File: src/rtl/instr_fetch_unit.sv
// MIPS instruction fetch front end: PC register, variable-latency imem handshake,
// instruction register, next-PC selection, retire counter and sticky misaligned-branch flag.
module instr_fetch_unit #(
    parameter logic [31:0] RESET_PC = 32'h0000_0000
) (
    input  logic        clk,
    input  logic        reset_n,
    output logic        imem_req,
    output logic [31:0] imem_addr,
    input  logic [31:0] imem_rdata,
    input  logic        imem_valid,
    output logic [31:0] instr,
    output logic [5:0]  op,
    output logic [5:0]  funct,
    output logic        instr_valid,
    input  logic        instr_ready,
    input  logic        pcsrc,
    input  logic        jump,
    input  logic [31:0] pcbranch,
    output logic [31:0] pc,
    output logic [31:0] pcplus4,
    output logic [31:0] instr_count,
    output logic        addr_err
);

    typedef enum logic [1:0] {
        S_IDLE  = 2'd0,
        S_FETCH = 2'd1,
        S_ISSUE = 2'd2
    } state_t;

    state_t      state;
    state_t      state_nxt;
    logic        ir_load;
    logic        retire;
    logic [31:0] pc_nxt;
    logic        br_misaligned;

    always_ff @(posedge clk or negedge reset_n) begin
        if (!reset_n) begin
            state <= S_IDLE;
        end else begin
            state <= state_nxt;
        end
    end

    always_comb begin
        state_nxt   = state;
        imem_req    = 1'b0;
        instr_valid = 1'b0;
        ir_load     = 1'b0;
        retire      = 1'b0;
        case (state)
            S_IDLE: begin
                state_nxt = S_FETCH;
            end
            S_FETCH: begin
                imem_req = 1'b1;
                if (imem_valid) begin
                    ir_load   = 1'b1;
                    state_nxt = S_ISSUE;
                end
            end
            S_ISSUE: begin
                instr_valid = 1'b1;
                if (instr_ready) begin
                    retire    = 1'b1;
                    state_nxt = S_FETCH;
                end
            end
            default: begin
                state_nxt = S_IDLE;
            end
        endcase
    end

    // Jump outranks branch; a jump never flags the (unused) branch target.
    always_comb begin
        pcplus4       = pc + 32'd4;
        pc_nxt        = pcplus4;
        br_misaligned = 1'b0;
        if (jump) begin
            pc_nxt = {pcplus4[31:28], instr[25:0], 2'b00};
        end else if (pcsrc) begin
            pc_nxt        = {pcbranch[31:2], 2'b00};
            br_misaligned = |pcbranch[1:0];
        end
    end

    always_ff @(posedge clk or negedge reset_n) begin
        if (!reset_n) begin
            pc          <= RESET_PC;
            instr       <= 32'h0000_0000;
            instr_count <= 32'h0000_0000;
            addr_err    <= 1'b0;
        end else begin
            if (ir_load) begin
                instr <= imem_rdata;
            end
            if (retire) begin
                pc          <= pc_nxt;
                instr_count <= instr_count + 32'd1;
                if (br_misaligned) begin
                    addr_err <= 1'b1;
                end
            end
        end
    end

    assign imem_addr = pc;
    assign op        = instr[31:26];
    assign funct     = instr[5:0];

endmodule

File: config.mk
export PLATFORM = sky130hd
export DESIGN_NAME = instr_fetch_unit
export DESIGN_NICKNAME = d
export VERILOG_FILES = /design/src/rtl/instr_fetch_unit.sv
export SDC_FILE = /design/constraint.sdc
export NUM_CORES = 1
export LEC_CHECK = 0
export BUFFER_PORTS_ARGS = -buffer_cell sky130_fd_sc_hd__buf_4
export CAP_MARGIN = 5
export CORE_ASPECT_RATIO = 1.75
export CORE_UTILIZATION = 48
export CTS_BUF_LIST = sky130_fd_sc_hd__clkbuf_16
export DETAILED_ROUTE_END_ITERATION = 8
export PLACE_DENSITY = 0.87
export SYNTH_ARGS = -nofsm -noshare
export SYNTH_HDL_FRONTEND = slang
export SYNTH_SLANG_ARGS = --single-unit
File: constraint.sdc
create_clock -name clk -period 2.25 [get_ports clk]
set_clock_uncertainty 0.2 [all_clocks]
set_input_delay 0.225 -clock clk [delete_from_list [all_inputs] [get_ports clk]]
set_output_delay 0.225 -clock clk [all_outputs]
set_load 0.05 [all_outputs]
* Yosys cells after proc, flatten, opt, wreduce, memory -nomap -nowiden *
Index checks and enable logic that the tools add are counted.
Widths: inputs -> output; s select.

word-level totals
  flip-flop bits (word level) = 99
  input bits = 70
  output and inout port bits = 175

operators by class
  add/subtract/negate cells = 2
  equality and inequality tests = 4
  mux-type cells = 13
  reductions and logical operators = 4

operators by type and width
  kind                   number
  $mux 32                2
  $add 32x1->32 const B  1
  $add 32x3->32 const B  1
  $mux 1                 8
  $pmux 2 s3             1
  $mux 2                 2
  $ne 2x2->1 const B     2
  $reduce_and 2->1       2
  $eq 2x1->1 const B     1
  $eq 2x2->1 const B     1
  $logic_not 2->1        1
  $reduce_or 2->1        1

* Logic depth before layout (Yosys ltp) *
  depth after elaboration = 4
  gate-level depth with buffers = 7

* Worst setup path before layout *
No wires, ideal clock.

  kind = flip-flop to output port
  from = register pc[16] (netlist: imem_addr[16])
  to = output pcplus4[31]
  data arrival time = 2.600 ns
  path slack = -0.775 ns
  stages on the path, launching flop included = 6
  buffers on the path = 1
  path through = dfrtp_1 > buf_2 > and4_4 > nand3_4 > or4_4 > xnor2_1

on the way
  longest elaborated chain between the ends = 1

ends and longest elaborated chain
  item                      RTL line  RTL
  start: declaration        20        output logic [31:0] pc,
  start signal: assignment  101       pc <= pc_nxt;
  $add 32x3->32             79        pcplus4 = pc + 32'd4;
  end: declaration          21        output logic [31:0] pcplus4,

Every way passes these cells.

* Final worst setup path *
  from = register pc[8] (netlist: imem_addr[8])
  to = register pc[27] (netlist: imem_addr[27])

on the way
  longest elaborated chain between the ends = 3

ends and longest elaborated chain
  item           RTL line  RTL
  $add 32x3->32  79
  $mux 32        84        end else if (pcsrc) begin
  $mux 32        82        if (jump) begin

Every way passes these cells.
A chain may end at the register's enable or synchronous reset.

==> impl_metrics.py <==
metrics = {
    "place": {
        "gp_congestion": 0.9371,
        "hpwl_microns": 13970,
        "port_buffers": 238,
    },
    "route": {
        "routed_wirelength_microns": 23170,
        "top_layer": "met4",
        "ant_nets": 0,
        "route.met2.wl_microns": 11980,
        "viasPerCell": 6.116,
        "vias": 6079,
        "drtIter0Drc": 607,
        "wl_met3_microns": 1971,
        "post_drt_wl_per_cell_microns": 23.31,
        "drt_pass1_iterations": 6,
        "drt-met1-wl_microns": 7583,
        "drc": 0,
    },
    "floorplan": {
        "core_area_sq_um": 11100,
        "dieArea_sq_um": 11810,
        "io_pins": 245,
        "rows": 51,
        "die_width_microns": 82.59,
        "start_util_pct": 49.13,
        "die_h_microns": 143.0,
    },
    "sta": {
        "hold_slack_ps": 32.03,
        "finalSetupTns_ps": -3274,
        "min_period_ps": 2556,
        "fin_crit_sh_pct": 113.6,
        "rsz0062_at_grt": "yes",
        "setup_viol": 22,
        "maxSlewViolCount": 0,
        "fmax_mhz": 391.2,
        "fin_ws_ps": -306.4,
        "max_slew.worst_pin.slew_ps": 854.4,
        "slew_headroom_pct": 43.04,
        "finalHoldViolations": 0,
    },
    "logic_synthesis": {
        "synth_compound_area_share_pct": 13.72,
        "synth_top_family_by_area": "simple AND/OR/NAND/NOR gates",
        "yosys_warnings": 0,
        "yosysSeqAreaShare_pct": 44.50,
        "synthArstFlopShare_pct": 100.0,
        "avgSynthCellArea_sq_um": 9.973,
        "synth_edf_count": 0,
        "synth_cells": 547,
        "synthTopCellsByArea": "dfrtp_1, buf_4, mux2_2",
        "synth_cell_type_count": 54,
        "synthFlopType": "dfrtp_1",
        "synth-simple-area-share_pct": 15.50,
        "synth-xor-area-share_pct": 9.472,
        "yosysTopAreaCellShare_pct": 44.50,
        "syn_area_sq_um": 5455,
        "synth-seq-cells": 97,
        "yosys.area.top_type": "dfrtp_1",
        "muxShareOfSynthArea_pct": 6.972,
        "synthAdderAreaFrac_pct": 0.4587,
    },
    "setup_path": {
        "path_cells": "and4_4, nand3_4, buf_6, nor4_4, buf_6, a222oi_1, o2bb2ai_1",
        "reg2regPathDepth": 7,
        "crit_path_frequent_cell": "buf_6",
        "crit_path_start_kind": "flip-flop",
        "required_ps": 2210,
        "crit_cells": 7,
        "cp-end-kind": "flip-flop",
        "critPathSlowestCell": "a222oi_1",
        "crit_family": "compound AO/OA/AOI/OAI gates",
        "crit_path_max_incr_delay_ps": 720,
        "rrSetupSlack_ps": -310,
        "crit_path_max_fanout": 5,
        "crit_type": "reg -> reg",
        "cp_data_arrival_time_ps": 2520,
        "crit_buf_inv": 2,
    },
    "clock_tree": {
        "cts_tree": "yes",
        "clkTransAtPathRegs_ps": 80,
        "cts_root_buf": "clkbuf_16",
        "cts_max_level": 3,
        "cts_buffers": 9,
        "clk_latency_ps": 350,
        "cts_max_path_buffers": 2,
        "clock-sinks": 97,
    },
    "pwr": {
        "leakage_nw": 4.402,
        "ir_worst_vdd_mv": 1.388,
        "power.total_mw": 14.96,
        "power_per_cell_area_nw_per_um2": 1636,
    },
    "final_layout": {
        "nets": 929,
        "multi_input_comb_area_sq_um": 3149,
        "drive_gt1_share_pct": 55.10,
        "regArea_sq_um": 2457,
        "fill_cells": 597,
        "syn_to_final_growth_pct": 67.64,
        "antenna_cells": 0,
    },
    "hold_path": {
        "worstHoldPathCells": 3,
        "hold_class": "in -> reg",
    },
    "global_route": {
        "grt_usage_pct": 37.96,
        "grt.overflow.total": 0,
        "grt_pass1_wl_microns": 32730,
        "antenna_found_initial": 0,
        "grt_max_degree": 58,
        "grt_pass1_vias": 6177,
    },
    "outcome": {
        "violations": "setup timing",
        "outcome": "finished, violations left",
    },
    "flow_run": {
        "maxCapViolations": 0,
    },
}
## worst paths after layout
path | from | end
setup / recovery | imem_addr[8] | imem_addr[27]
hold / removal | pcbranch[26] | imem_addr[26]
setup reg to reg | imem_addr[8] | imem_addr[27]
hold reg to reg | instr_count[31] | instr_count[31]
max in group asynchronous | reset_n | imem_addr[7]
min in group asynchronous | reset_n | imem_addr[27]
## placed cells by master, fill, tap and decap left out, types with 4 or more instances in the layout
cell type and count:
xor2_1 7, a22oi_1 8, o21ai_0 32, mux2_2 32, dlygate4sd3_1 41, and3_4 6
o22ai_1 6, nand2_1 37, nand4_1 13, clkbuf_16 9, nor3_4 5, and3_1 11
buf_4 292, and4_4 5, nor2_1 21, xor2_2 7, a222oi_1 5, xnor2_1 26
nor2_4 5, xor2_4 7, buf_6 36, xnor2_4 6, a22o_1 8, dfrtp_2 24
nand3_1 14, a21oi_1 24, nand3_4 4, o41ai_1 4, o2bb2ai_1 8, xnor2_2 6
dfrtp_1 73, conb_1 6, inv_1 6
## kinds of logic after synthesis
group | after synthesis
fa+ha+maj | 2
mux | 34
buf+inv | 84
compound gates | 112
simple gates | 158
flops | 97
xor+xnor | 59
other cells | 1
## what timing repair did
action,CTS,global route
hold buffers,41,0
endpoints found under the setup margin,21,25
hold endpoints to repair,135,0
gates resized for setup,61,23
pin swaps,20,22
setup buffers,32,14
## tightest hold or removal path, delay by kind of cell
family	cells	cell delay [ps]
AO/OA/AOI/OAI	2	240
buffers and inverters	1	80
## stage by stage
| stage | util (%) | cell area, sq um | std cells | worst slack (ps) |
|---|---|---|---|---|
| after detailed placement | 69.61 | 7729 | 891 | 46.82 |
| after floorplan | - | 5934 | 552 | -178.8 |
| after global routing | 82.36 | 9145 | 994 | -394.5 |
| after global placement | 69.61 | 7729 | 891 | 114.8 |
| final | 82.36 | 9145 | 994 | -306.4 |
| after CTS | 80.40 | 8927 | 980 | -180.8 |
## sequential cells by signal, indices dropped and copies added, names as in the netlist
register / count
instr: 32
state: 2
instr_count: 32
addr_err: 1
imem_addr: 30
## area by class of cell
type	count	area share (%)
Tap cell	132	1.806
Sequential cell	97	26.87
Clock inverter	7	0.6841
Timing Repair Buffer	372	33.49
Clock buffer	9	2.463
Inverter	6	0.2463
Multi-Input combinational cell	371	34.44
## synthesized netlist by cell type, types with 2 or more instances
cell       count
dfrtp_1       97
buf_4         48
nand2_1       41
xnor2_1       38
mux2_2        32
o21ai_0       32
nor2_1        25
a21oi_1       24
xor2_1        21
and3_1        20
nand3_1       20
clkbuf_1      18
nand4_1       13
buf_2          9
a22o_1         8
a22oi_1        8
nor3_1         8
o2bb2ai_1      8
inv_1          6
o22ai_1        6
a222oi_1       5
nor4_1         5
o41ai_1        5
a2bb2oi_1      3
and4_1         3
and4_4         3
nand2b_1       3
nor2b_1        3
o31a_1         3
a31oi_1        2
and3b_1        2
buf_1          2
ha_1           2
mux2i_1        2
nand2_2        2
or4_4          2
## routing by layer
layer  GRT usage (%)  vias up
met1           40.60     2941
li1                -     2523
met2           63.55      460
met5               0        -
met4           26.41        0
met3           9.585      155
## power by group
group / total (mW) / internal [mW] / switching [mW]
logic: 10.3 / 3.44 / 6.90
registers: 3.11 / 2.40 / 0.708
clock network: 1.52 / 0.771 / 0.745
total: 15.0 / 6.61 / 8.35
Note: power is estimated with default switching activity, not from simulation.
